--- src/rtl/line_buffer_ctrl_if.sv ---
`default_nettype none
// ============================================================================
// Module      : line_buffer_ctrl_if
// Description : Pixel-in, line-buffer-out and window-out signal bundle.
// Revision    : 1.0
// ============================================================================
interface line_buffer_ctrl_if #(
    parameter int BIT_WIDTH = 16,
    parameter int CNT_WIDTH = 8
);
    logic                 in_valid;
    logic [BIT_WIDTH-1:0] in_data;
    logic                 in_ready;
    logic                 lb_valid;
    logic                 lb_zero;
    logic [BIT_WIDTH-1:0] lb_data;
    logic                 win_valid;
    logic [CNT_WIDTH-1:0] win_row;
    logic [CNT_WIDTH-1:0] win_col;
    logic                 out_ready;

    // Controller side
    modport master (
        input  in_valid, in_data, out_ready,
        output in_ready, lb_valid, lb_zero, lb_data, win_valid, win_row, win_col
    );

    // Pixel source / line buffer / window consumer side
    modport slave (
        output in_valid, in_data, out_ready,
        input  in_ready, lb_valid, lb_zero, lb_data, win_valid, win_row, win_col
    );
endinterface
`default_nettype wire

--- src/rtl/line_buffer_ctrl.sv ---
`default_nettype none
// ============================================================================
// Module      : line_buffer_ctrl
// Description : Walks the zero-padded map in raster order, feeds the line
//               buffer and flags legal strided convolution windows.
// Revision    : 1.0
// ============================================================================
module line_buffer_ctrl #(
    parameter int KH        = 3,
    parameter int KW        = 3,
    parameter int H         = 5,
    parameter int W         = 5,
    parameter int PAD_H     = 1,
    parameter int PAD_W     = 1,
    parameter int STRIDE    = 1,
    parameter int BIT_WIDTH = 16,
    parameter int CNT_WIDTH = 8
) (
    input  logic               clk,
    input  logic               rst_n,
    input  logic               start,
    output logic               busy,
    output logic               frame_done,
    line_buffer_ctrl_if.master bus
);
    localparam int PH = H + 2 * PAD_H;
    localparam int PW = W + 2 * PAD_W;

    localparam logic [CNT_WIDTH-1:0] c_ONE       = CNT_WIDTH'(1);
    localparam logic [CNT_WIDTH-1:0] c_PH_M1     = CNT_WIDTH'(PH - 1);
    localparam logic [CNT_WIDTH-1:0] c_PW_M1     = CNT_WIDTH'(PW - 1);
    localparam logic [CNT_WIDTH-1:0] c_KH_M1     = CNT_WIDTH'(KH - 1);
    localparam logic [CNT_WIDTH-1:0] c_KW_M1     = CNT_WIDTH'(KW - 1);
    localparam logic [CNT_WIDTH-1:0] c_S_M1      = CNT_WIDTH'(STRIDE - 1);
    localparam logic [CNT_WIDTH-1:0] c_PAD_H     = CNT_WIDTH'(PAD_H);
    localparam logic [CNT_WIDTH-1:0] c_PAD_W     = CNT_WIDTH'(PAD_W);
    localparam logic [CNT_WIDTH-1:0] c_PAD_H_END = CNT_WIDTH'(PAD_H + H);
    localparam logic [CNT_WIDTH-1:0] c_PAD_W_END = CNT_WIDTH'(PAD_W + W);

    typedef enum logic [1:0] {
        S_IDLE  = 2'd0,
        S_RUN   = 2'd1,
        S_DRAIN = 2'd2
    } state_t;

    state_t               state_q, state_d;
    logic [CNT_WIDTH-1:0] r_q, r_d, c_q, c_d;
    logic [CNT_WIDTH-1:0] rph_q, rph_d, cph_q, cph_d;
    logic [CNT_WIDTH-1:0] orow_q, orow_d, ocol_q, ocol_d;
    logic [CNT_WIDTH-1:0] win_row_q, win_row_d, win_col_q, win_col_d;
    logic                 win_valid_q, win_valid_d;
    logic                 frame_done_q, frame_done_d;

    logic                 w_pad, w_stall, w_push, w_run, w_qualify, w_last;
    logic [BIT_WIDTH-1:0] w_pix;

    assign w_run     = (state_q == S_RUN);
    assign w_pad     = (r_q < c_PAD_H) | (r_q >= c_PAD_H_END) |
                       (c_q < c_PAD_W) | (c_q >= c_PAD_W_END);
    assign w_stall   = win_valid_q & ~bus.out_ready;
    assign w_push    = w_run & ~w_stall & (w_pad | bus.in_valid);
    // Phase counters sit at zero exactly on rows/cols aligned to the stride grid
    assign w_qualify = (r_q >= c_KH_M1) & (c_q >= c_KW_M1) &
                       (rph_q == '0) & (cph_q == '0);
    assign w_last    = (r_q == c_PH_M1) & (c_q == c_PW_M1);
    assign w_pix     = bus.in_data;

    assign bus.lb_valid  = w_push;
    assign bus.lb_zero   = w_pad & w_push;
    assign bus.lb_data   = w_pix;
    assign bus.in_ready  = w_run & ~w_stall & ~w_pad;
    assign bus.win_valid = win_valid_q;
    assign bus.win_row   = win_row_q;
    assign bus.win_col   = win_col_q;
    assign busy          = (state_q != S_IDLE);
    assign frame_done    = frame_done_q;

    always_comb begin
        state_d      = state_q;
        r_d          = r_q;
        c_d          = c_q;
        rph_d        = rph_q;
        cph_d        = cph_q;
        orow_d       = orow_q;
        ocol_d       = ocol_q;
        win_row_d    = win_row_q;
        win_col_d    = win_col_q;
        win_valid_d  = win_valid_q & ~bus.out_ready;
        frame_done_d = 1'b0;

        case (state_q)
            S_IDLE: begin
                if (start) begin
                    state_d = S_RUN;
                    r_d     = '0;
                    c_d     = '0;
                    rph_d   = '0;
                    cph_d   = '0;
                    orow_d  = '0;
                    ocol_d  = '0;
                end
            end
            S_RUN: begin
                if (w_push) begin
                    win_valid_d = w_qualify;
                    win_row_d   = orow_q;
                    win_col_d   = ocol_q;
                    if (w_last) begin
                        state_d = S_DRAIN;
                    end
                    if (c_q == c_PW_M1) begin
                        c_d    = '0;
                        cph_d  = '0;
                        ocol_d = '0;
                        r_d    = r_q + c_ONE;
                        if (r_q >= c_KH_M1) begin
                            if (rph_q == c_S_M1) begin
                                rph_d  = '0;
                                orow_d = orow_q + c_ONE;
                            end else begin
                                rph_d  = rph_q + c_ONE;
                            end
                        end
                    end else begin
                        c_d = c_q + c_ONE;
                        if (c_q >= c_KW_M1) begin
                            if (cph_q == c_S_M1) begin
                                cph_d  = '0;
                                ocol_d = ocol_q + c_ONE;
                            end else begin
                                cph_d  = cph_q + c_ONE;
                            end
                        end
                    end
                end
            end
            S_DRAIN: begin
                // Last window must be consumed before the frame is reported done
                if (!win_valid_q || bus.out_ready) begin
                    state_d      = S_IDLE;
                    frame_done_d = 1'b1;
                end
            end
            default: state_d = S_IDLE;
        endcase
    end

    always_ff @(posedge clk or negedge rst_n) begin
        if (!rst_n) begin
            state_q      <= S_IDLE;
            r_q          <= '0;
            c_q          <= '0;
            rph_q        <= '0;
            cph_q        <= '0;
            orow_q       <= '0;
            ocol_q       <= '0;
            win_row_q    <= '0;
            win_col_q    <= '0;
            win_valid_q  <= 1'b0;
            frame_done_q <= 1'b0;
        end else begin
            state_q      <= state_d;
            r_q          <= r_d;
            c_q          <= c_d;
            rph_q        <= rph_d;
            cph_q        <= cph_d;
            orow_q       <= orow_d;
            ocol_q       <= ocol_d;
            win_row_q    <= win_row_d;
            win_col_q    <= win_col_d;
            win_valid_q  <= win_valid_d;
            frame_done_q <= frame_done_d;
        end
    end
endmodule
`default_nettype wire

--- src/flat_wrapper.sv ---
// flat-port wrapper written by rule: the top's interface ports become plain ports
module line_buffer_ctrl_flat 
#(
    parameter int KH        = 3,
    parameter int KW        = 3,
    parameter int H         = 5,
    parameter int W         = 5,
    parameter int PAD_H     = 1,
    parameter int PAD_W     = 1,
    parameter int STRIDE    = 1,
    parameter int BIT_WIDTH = 16,
    parameter int CNT_WIDTH = 8
)
  (clk, rst_n, start, busy, frame_done, bus_in_valid, bus_in_data, bus_out_ready, bus_in_ready, bus_lb_valid, bus_lb_zero, bus_lb_data, bus_win_valid, bus_win_row, bus_win_col);
  line_buffer_ctrl_if #(.BIT_WIDTH(BIT_WIDTH), .CNT_WIDTH(CNT_WIDTH)) bus_i ();
  input  logic clk;
  input  logic rst_n;
  input  logic start;
  output logic busy;
  output logic frame_done;
  input wire logic [$bits(bus_i.in_valid)-1:0] bus_in_valid;
  input wire logic [$bits(bus_i.in_data)-1:0] bus_in_data;
  input wire logic [$bits(bus_i.out_ready)-1:0] bus_out_ready;
  output wire logic [$bits(bus_i.in_ready)-1:0] bus_in_ready;
  output wire logic [$bits(bus_i.lb_valid)-1:0] bus_lb_valid;
  output wire logic [$bits(bus_i.lb_zero)-1:0] bus_lb_zero;
  output wire logic [$bits(bus_i.lb_data)-1:0] bus_lb_data;
  output wire logic [$bits(bus_i.win_valid)-1:0] bus_win_valid;
  output wire logic [$bits(bus_i.win_row)-1:0] bus_win_row;
  output wire logic [$bits(bus_i.win_col)-1:0] bus_win_col;
  assign bus_i.in_valid = bus_in_valid;
  assign bus_i.in_data = bus_in_data;
  assign bus_i.out_ready = bus_out_ready;
  assign bus_in_ready = bus_i.in_ready;
  assign bus_lb_valid = bus_i.lb_valid;
  assign bus_lb_zero = bus_i.lb_zero;
  assign bus_lb_data = bus_i.lb_data;
  assign bus_win_valid = bus_i.win_valid;
  assign bus_win_row = bus_i.win_row;
  assign bus_win_col = bus_i.win_col;
  line_buffer_ctrl #(.KH(KH), .KW(KW), .H(H), .W(W), .PAD_H(PAD_H), .PAD_W(PAD_W), .STRIDE(STRIDE), .BIT_WIDTH(BIT_WIDTH), .CNT_WIDTH(CNT_WIDTH)) u_core (.clk(clk), .rst_n(rst_n), .start(start), .busy(busy), .frame_done(frame_done), .bus(bus_i));
endmodule
--- config.mk ---
export PLATFORM = sky130hd
export DESIGN_NAME = line_buffer_ctrl_flat
export DESIGN_NICKNAME = d
export VERILOG_FILES = /design/src/rtl/line_buffer_ctrl_if.sv /design/src/rtl/line_buffer_ctrl.sv /design/src/flat_wrapper.sv
export SDC_FILE = /design/constraint.sdc
export NUM_CORES = 1
export LEC_CHECK = 0
export CORE_UTILIZATION = 41
export CTS_BUF_LIST = sky130_fd_sc_hd__clkbuf_4 sky130_fd_sc_hd__clkbuf_8 sky130_fd_sc_hd__clkbuf_16
export DETAILED_ROUTE_END_ITERATION = 6
export PLACE_DENSITY = 0.69
export SYNTH_ARGS = -nofsm -noshare
export SYNTH_HDL_FRONTEND = slang
export SYNTH_SLANG_ARGS = --single-unit
export TNS_END_PERCENT = 5
--- constraint.sdc ---
create_clock -name clk -period 6.95 [get_ports clk]
set_input_delay 1.39 -clock clk [delete_from_list [all_inputs] [get_ports clk]]
set_output_delay 1.39 -clock clk [all_outputs]
set_load 0.005 [all_outputs]
* Yosys cells after proc, flatten, opt, wreduce, memory -nomap -nowiden
Cells that the tools add are included.
** Cells by class
- Add/subtract/negate cells :: 6
- Order comparisons :: 6
- Reductions and logical operators :: 15
- Mux-type cells :: 36
- Eq/ne operators :: 13
- Bitwise logic cells :: 16
** Operator list (count)
- 8-bit 2-to-1 mux :: 21
- 8-bit case mux with 2 select lines :: 6
- 8-bit by 1-bit adder with 8-bit output (second input constant) :: 6
- 8-bit by 3-bit == test with 1-bit output (second input constant) :: 2
- 8-bit by 2-bit greater-or-equal comparator with 1-bit output (second input constant) :: 2
- 8-bit by 3-bit greater-or-equal comparator with 1-bit output (second input constant) :: 2
- 8-bit zero test :: 2
- 8-bit by 1-bit < comparator with 1-bit output (second input constant) :: 2
- 4-bit AND reduction :: 3
- 2-bit inequality test (second input constant) :: 5
- 5-bit AND reduction :: 2
- 1-bit AND :: 9
- 2-bit 2-to-1 mux :: 4
- 3-bit inequality test (second input constant) :: 2
- 2-bit case mux with 3 select lines :: 1
- 6-bit AND reduction :: 1
- 1-bit 2-to-1 mux :: 4
- 2-bit by 1-bit inequality test with 1-bit output (second input constant) :: 2
- 1-bit bitwise OR :: 4
- 2-bit nonzero test :: 2
- 1-bit inverter :: 3
- 3-bit AND reduction :: 1
- 2-bit by 1-bit == test with 1-bit output (second input constant) :: 1
- 2-bit == test (second input constant) :: 1
- other kinds (4) :: 4
** Word-level totals
- Input port bits :: 21
- Bits in registers :: 68

* Depth between registers and ports, before layout
- Word-level depth :: 8
- Depth in mapped cells :: 9

* Worst setup path before layout
Ideal clock, no wire load.
- Kind :: input to output
- Start point :: input bus_out_ready
- End point :: output bus_lb_valid
- Slack :: 3524 ps
- Arrival :: 2036 ps
- Path buffers :: 0
- Required time :: 5560 ps
- Stages :: 4
- Path through :: nand2b_1 -> nand2_1 -> or2_2 -> inv_1
** On the way
- Longest elaborated chain between the ends :: 5
** Ends and longest elaborated chain
- start, declared :: line flat_wrapper.sv:23 : input wire logic [$bits(bus_i.out_ready)-1:0] bus_out_ready;
- 1-bit inverter :: line line_buffer_ctrl.sv:60 : assign w_stall = win_valid_q & ~bus.out_ready;
- 1-bit AND :: line line_buffer_ctrl.sv:60
- 1-bit inverter :: line line_buffer_ctrl.sv:61 : assign w_push = w_run & ~w_stall & (w_pad | bus.in_valid);
- 1-bit AND (2 in a row) :: line line_buffer_ctrl.sv:61
- end, declared :: line flat_wrapper.sv:25 : output wire logic [$bits(bus_i.lb_valid)-1:0] bus_lb_valid;
Every way passes these cells.

* Worst setup path after layout
Same ends and word-level chain as after synthesis.

==> results by group <==
STA
  – Final sum of negative setup slack: 0 ns
  – Count of endpoints failing hold in the final timing report: 0
  – Tightest hold margin: 0.483 ns
  – Total setup violations reported at the end of the flow: 0
  – Slew at the pin with the worst max-slew slack: 0.900 ns
  – Final period demand of the worst path: 4.83 ns
  – Setup repair after global routing missed its margin: false
  – Part of the cycle the worst path needs: 69.4%
  – Worst slew margin relative to its limit: 39.7%
  – FMAX: 207 MHz
  – Worst-case clock skew: 0.00587 ns
  – Final Slew Violations: 0

Layout
  – Inserted Diodes: 0
  – Layout cells sized above 1: 11.9%
  – Synthesis-to-finish area growth: 10.6%
  – Cell area after layout: 4120 sq um
  – Post-layout utilization of the core: 47.0%
  – Net total in the final layout: 424

Synth
  – Net Count, Synth: 417
  – Async S/R FF share, synth: 100%
  – Netlist Area Pre-Place: 3720 sq um
  – Syn Inst Count: 384
  – Prevailing post-synth register cell: dfrtp_1
  – Number of register bits inferred by synthesis: 68
  – Avg Synthesized Cell Area: 9.69 sq um
  – Total of warnings raised by yosys: 0
  – Proportion of synthesized chip area in sequential cells: 45.7%
  – Distinct cells, synth: 52
  – Number of flops mapped to enable cells by yosys: 0

Clock network
  – Buffer type at the clock tree root: clkbuf_8
  – Total clock sinks: 68
  – CTS clock-pin slew for the worst setup and hold paths: 0.07 ns
  – Buffers from clock root to sink, at most: 2
  – CTS H-tree depth: 3
  – Setup fix buffers added after clock tree synthesis: 0
  – Number of buffers added by the clock tree synthesis step: 9
  – Clock latency reported for the late side of the worst-skew pair: 0.34 ns
  – TritonCTS clock tree: yes
  – Hold bufs inserted after CTS: 0
  – # resized after CTS: 0

Power
  – Sum of internal, switching and leakage power: 1.60 mW
  – VDD IR max: 0.163 mV
  – Power per cell area: 389 nW/um^2
  – Lkg Pwr: 1.82 nW

Setup path
  – Cells traversed along the worst timing path: clkdlybuf4s50_1 > nand2b_1 > nand2_1 > or2_2 > inv_1 > clkdlybuf4s50_1
  – Reg2reg end: u_core.r_q[1]$_DFFE_PN0P_
  – CP bufs+invs: 3
  – Data arrival, critical path: 3.44 ns
  – Origin of the worst setup path: bus_out_ready
  – Most common cell type on the critical path: clkdlybuf4s50_1
  – End of the critical path: bus_lb_valid
  – Logic depth of the worst setup path including buffers: 6
  – Startpoint type of the worst setup path: input port
  – Number of cells on the worst reg-to-reg path: 7
  – Critical path's largest stage delay: 0.55 ns
  – Family of cells with the greatest summed delay on the critical path: buffers and inverters
  – Slowest-stage cell, CP: or2_2
  – WS Path Type: input port to output pin
  – Worst endpoint required time: 5.56 ns
  – Beginning of the worst register-to-register path: u_core.c_q[7]$_DFFE_PN0P_
  – Worst setup EP type: output pin
  – Critical path fanouts, max: 21
  – Flop2flop setup slack: 4.17 ns

Flow run
  – Max cap viols: 0

Floorplanning
  – Placeable Area: 8760 sq um
  – Die area: 9460 sq um
  – Die W: 97.3 microns
  – Vertical die dimension: 97.3 microns
  – Rows: 34
  – Initial standard-cell utilization of the core: 42.5%
  – Count of pins on the block boundary: 59

Global routing
  – Total GRT Usage: 17.0%
  – Initial antenna violation count: 0
  – Wire length of the first global-routing pass: 13000 microns
  – Largest net degree at the start of global routing: 69
  – Global route total overflow: 0
  – Number of global-route vias before repair: 2730

Routing
  – Number of vias after detailed routing: 2831
  – Number of design rule violations left after detail routing: 0
  – Final routed wire length divided by cell count: 14.8 microns
  – Number of iterations in the first detailed-routing pass: 4
  – Number of DRC violations after detailed-routing iteration 0: 129
  – WL final: 7470 microns
  – Via/cell ratio: 5.63
  – Antenna-violating nets left: 0

Placed design
  – Detail Placement HPWL: 5210 microns
  – Routability congestion estimate: 0.810
  – Instance area at placement: 3920 sq um
  – Port buffer count: 26

Hold path
  – Worst Hold Path Cells: 1
  – Min-Delay Path Class: flip-flop to flip-flop

Outcome
  – Run status: finished, final reports clean
## sequential cells by signal (all words and copies together) (netlist names)
| signal | flops |
|---|---|
| u_core.bus.win_valid | 1 |
| u_core.frame_done | 1 |
| u_core.bus.win_row | 8 |
| u_core.cph_q | 8 |
| u_core.c_q | 8 |
| u_core.bus.win_col | 8 |
| u_core.r_q | 8 |
| u_core.rph_q | 8 |
| u_core.orow_q | 8 |
| u_core.state_q | 2 |
| u_core.ocol_q | 8 |
## synth_stat cells (2+ instances only)
cell | number | area [sq um]
a31oi_1 | 2 | 12.5
o41ai_1 | 2 | 17.5
o31ai_1 | 11 | 82.6
xor2_1 | 7 | 61.3
xnor2_1 | 4 | 35.0
buf_4 | 19 | 143
o21ai_0 | 41 | 205
nand4_1 | 8 | 50.1
ha_1 | 12 | 150
or2_2 | 3 | 18.8
or4b_1 | 3 | 30.0
nand2b_1 | 7 | 43.8
nor4_1 | 2 | 12.5
or4_1 | 4 | 30.0
o22ai_1 | 2 | 12.5
and2_1 | 2 | 12.5
nor3_1 | 5 | 25.0
and2b_1 | 2 | 15.0
clkbuf_1 | 9 | 33.8
a21o_1 | 2 | 15.0
mux2_2 | 16 | 180
and2_0 | 2 | 12.5
inv_1 | 14 | 52.6
nor2b_1 | 3 | 18.8
a21oi_1 | 11 | 55.1
nand2_1 | 31 | 116
dfrtp_1 | 68 | 1700
or3_1 | 6 | 37.5
buf_2 | 2 | 10.0
and3_1 | 11 | 68.8
o211ai_1 | 3 | 22.5
nor2_1 | 34 | 128
nand3_1 | 17 | 85.1
## layer usage
layer / part of all wire [%] / GRT usage, %
met1: 47 / 22.9
met2: 46 / 25.3
met3: 4.4 / 3.38
met5: 0 / 0
met4: 2.6 / 10.1
## through the flow
| step | worst slack [ns] | std cells |
|---|---|---|
| final | 2.12 | 503 |
| after global routing | 1.96 | 503 |
| after CTS | 2.13 | 503 |
| after detailed placement | 2.14 | 488 |
| after global placement | 2.14 | 488 |
| after floorplan | 3.52 | 384 |
## layout make-up
class                      instances  area (sq um)
inverter                          14          52.6
clock inverter                     4          50.0
tap                              108           135
fill                             832          4650
timing repair buffer              27           263
multi-input combinational        271          1770
sequential                        68          1700
clock buffer                      11           145
## power by group
group | internal, mW | total [mW] | switching (mW)
clock | 0.177 | 0.324 | 0.147
sequential | 0.478 | 0.577 | 0.0985
combinational | 0.302 | 0.700 | 0.398
## worst min-delay path by stage
stage,start,endpoint
after floorplan,u_core.cph_q[7]$_DFFE_PN0P_,u_core.cph_q[7]$_DFFE_PN0P_
after global placement,u_core.cph_q[7]$_DFFE_PN0P_,u_core.cph_q[7]$_DFFE_PN0P_
after detailed placement,u_core.cph_q[7]$_DFFE_PN0P_,u_core.cph_q[7]$_DFFE_PN0P_
after CTS,u_core.rph_q[7]$_DFFE_PN0P_,u_core.rph_q[7]$_DFFE_PN0P_
after global routing,u_core.cph_q[7]$_DFFE_PN0P_,u_core.cph_q[7]$_DFFE_PN0P_
final,u_core.rph_q[7]$_DFFE_PN0P_,u_core.rph_q[7]$_DFFE_PN0P_
## cells in the final DEF (no fill, tap or decap), types with 2 or more instances in the layout
master	n
a31oi_1	2
or4_1	4
inv_1	14
xnor2_1	4
o211ai_1	3
o22ai_1	2
and2_1	2
o31ai_1	11
a21oi_1	11
nand2b_1	7
and2_0	2
nand4_1	8
nor2_1	34
o21ai_0	41
xor2_1	7
nor4_1	2
dfrtp_1	68
and3_1	11
nor2b_1	3
ha_1	12
a21o_1	2
and2b_1	2
nand3_1	17
clkdlybuf4s50_1	25
clkbuf_8	10
clkinvlp_4	2
or3_1	6
o41ai_1	2
nor3_1	5
or4b_1	3
or2_2	3
nand2_1	31
mux2_2	16
## worst reg2reg max path: stages (launching register included)
cell and delay, ns:
dfrtp_1 0.39, or4_4 0.58, nor4b_2 0.41, nor4b_4 0.37
or2_2 0.50, inv_1 0.14, nand2_1 0.16, o22ai_1 0.11
## kinds of logic after synthesis
logic type      after synthesis  share of synthesized area (%)
compound gates               84                           14.5
xor+xnor                     11                           2.59
fa+ha+maj                    12                           4.03
buf+inv                      45                           6.72
flops                        68                           45.7
mux                          16                           4.84
simple gates                148                           21.6
No activity file was read; power rests on OpenSTA's default activity.
==> RTL edit, RTL diff (same flow settings) <==
`BIT_WIDTH` is set to 16 in 3 places; all go to 12.
--- a/src/rtl/line_buffer_ctrl_if.sv
+++ b/src/rtl/line_buffer_ctrl_if.sv
@@ -5,7 +5,7 @@
 // Revision    : 1.0
 // ============================================================================
 interface line_buffer_ctrl_if #(
-    parameter int BIT_WIDTH = 16,
+    parameter int BIT_WIDTH = 12,
     parameter int CNT_WIDTH = 8
 );
     logic                 in_valid;
--- a/src/rtl/line_buffer_ctrl.sv
+++ b/src/rtl/line_buffer_ctrl.sv
@@ -13,7 +13,7 @@
     parameter int PAD_H     = 1,
     parameter int PAD_W     = 1,
     parameter int STRIDE    = 1,
-    parameter int BIT_WIDTH = 16,
+    parameter int BIT_WIDTH = 12,
     parameter int CNT_WIDTH = 8
 ) (
     input  logic               clk,
--- a/src/flat_wrapper.sv
+++ b/src/flat_wrapper.sv
@@ -8,7 +8,7 @@
     parameter int PAD_H     = 1,
     parameter int PAD_W     = 1,
     parameter int STRIDE    = 1,
-    parameter int BIT_WIDTH = 16,
+    parameter int BIT_WIDTH = 12,
     parameter int CNT_WIDTH = 8
 )
   (clk, rst_n, start, busy, frame_done, bus_in_valid, bus_in_data, bus_out_ready, bus_in_ready, bus_lb_valid, bus_lb_zero, bus_lb_data, bus_win_valid, bus_win_row, bus_win_col);
Ports: changed (resized bus_in_data and bus_lb_data); port bits go from 59 to 51. The function was not compared with the original's and may differ.
==> RTL edit against the original RTL <==
  * Area after synthesis decreased by 0.81%
  * Clock skew decreased by 0.0015 ns
  * Total power increased by 0.36%
  * Register-to-register slack improved by 0.02 ns
  * Routed wire length increased by 1.3%
  * Sequential share of layout area about the same
  * Sequential cell count unchanged
  * Setup slack improved by 0.00080 ns
  * Core utilization increased by 0.21 points
  * Design area about the same
  * Worst hold slack improved by 0.0072 ns
  * Largest cell class unchanged
==> RTL edit: results (changes against the original RTL) <==
- Synth Area in Adders: 0.0407 (was 0.0403)
- Net Sw Power: 0.000641 W (was 0.000644 W)
- Overall Global Routing Usage: 0.171 (was 0.170)
- Compound-Gate Fraction of Synth Area: 0.146 (was 0.145)
- Most common library cells after synthesis: dfrtp_1 (68), o21ai_0 (41), nor2_1 (34), nand2_1 (31), nand3_1 (17) (was dfrtp_1 (68), o21ai_0 (41), nor2_1 (34), nand2_1 (31), buf_4 (19))
- Hold_sp: u_core.cph_q[7]$_DFFE_PN0P_ (was u_core.rph_q[7]$_DFFE_PN0P_)
- Maximum vdd ir drop: 0.230 mV (was 0.163 mV)
- Number of global-route vias before repair: 2798 (was 2730)
- Pre-CTS worst setup slack: 2.14 ns (about the same)
- Final Cycle Share: 0.694 (about the same)
- P_leak: 1.83 nW (was 1.82 nW)
- Status: completed (unchanged)
- Layout cells sized above 1: 0.117 (was 0.119)
- GP Congestion: 0.819 (was 0.810)
- XOR/XNOR Fraction of Synth Area: 0.0261 (was 0.0259)
- Worst-Margin Slew: 0.881 ns (was 0.900 ns)
- Layout Nets: 420 (was 424)
- Top post-synthesis cells by area: dfrtp_1 (46%), o21ai_0 (5.6%), mux2_2 (4.9%) (was dfrtp_1 (46%), o21ai_0 (5.5%), mux2_2 (4.8%))
- First-pass GRT wire length: 13.2 mm (was 13.0 mm)
- R2r setup slk: 4.19 ns (was 4.17 ns)
- Worst path arrival time: 3.43 ns (was 3.44 ns)
- DP Wirelength: 5.22 mm (was 5.21 mm)
- Worst hold slack: 0.490 ns (was 0.483 ns)
- Vias per inst: 5.60 (was 5.63)
- Seq/Total Area, Yosys: 0.461 (was 0.457)
- Worst-case hold path end point: u_core.cph_q[7]$_DFFE_PN0P_ (was u_core.rph_q[7]$_DFFE_PN0P_)
- Placed Area: 0.00392 mm² (unchanged)
- Post-Synthesis Cells: 380 (was 384)
- WL per Instance: 15.1 µm (was 14.8 µm)
- Drt first-iter violations: 127 (was 129)
- Post-synthesis mux area share: 0.0488 (was 0.0484)
[RTL edit: cell count changes after synthesis]
cell,unedited run,this run
buf_4,19,15
[RTL edit: final cells by class]
| cell class | instances | area [µm²] |
|---|---|---|
| clock inverter | 2 | 35.0 |
| multi-input combinational | 271 | 1770 |
| tap | 108 | 135 |
| fill | 805 | 4600 |
| timing repair buffer | 27 | 263 |
| clock buffer | 12 | 159 |
| sequential | 68 | 1700 |
| inverter | 14 | 52.6 |
[RTL edit: metal layers]
| layer | GRT usage | share of wire |
|---|---|---|
| met5 | 0 | 0 |
| met4 | 0.0654 | 0.016 |
| met3 | 0.0455 | 0.034 |
| met2 | 0.272 | 0.48 |
| met1 | 0.222 | 0.47 |
[RTL edit: power groups by stage]
stage	registers (W)	logic, W	clock network (W)
2_1_floorplan	0.000543	0.000536	0
3_3_place_gp	0.000578	0.000686	0
3_5_place_dp	0.000584	0.000703	0
4_1_cts	0.000576	0.000707	0.000337
5_1_grt	0.000594	0.000782	0.000355
6_report	0.000577	0.000701	0.000328
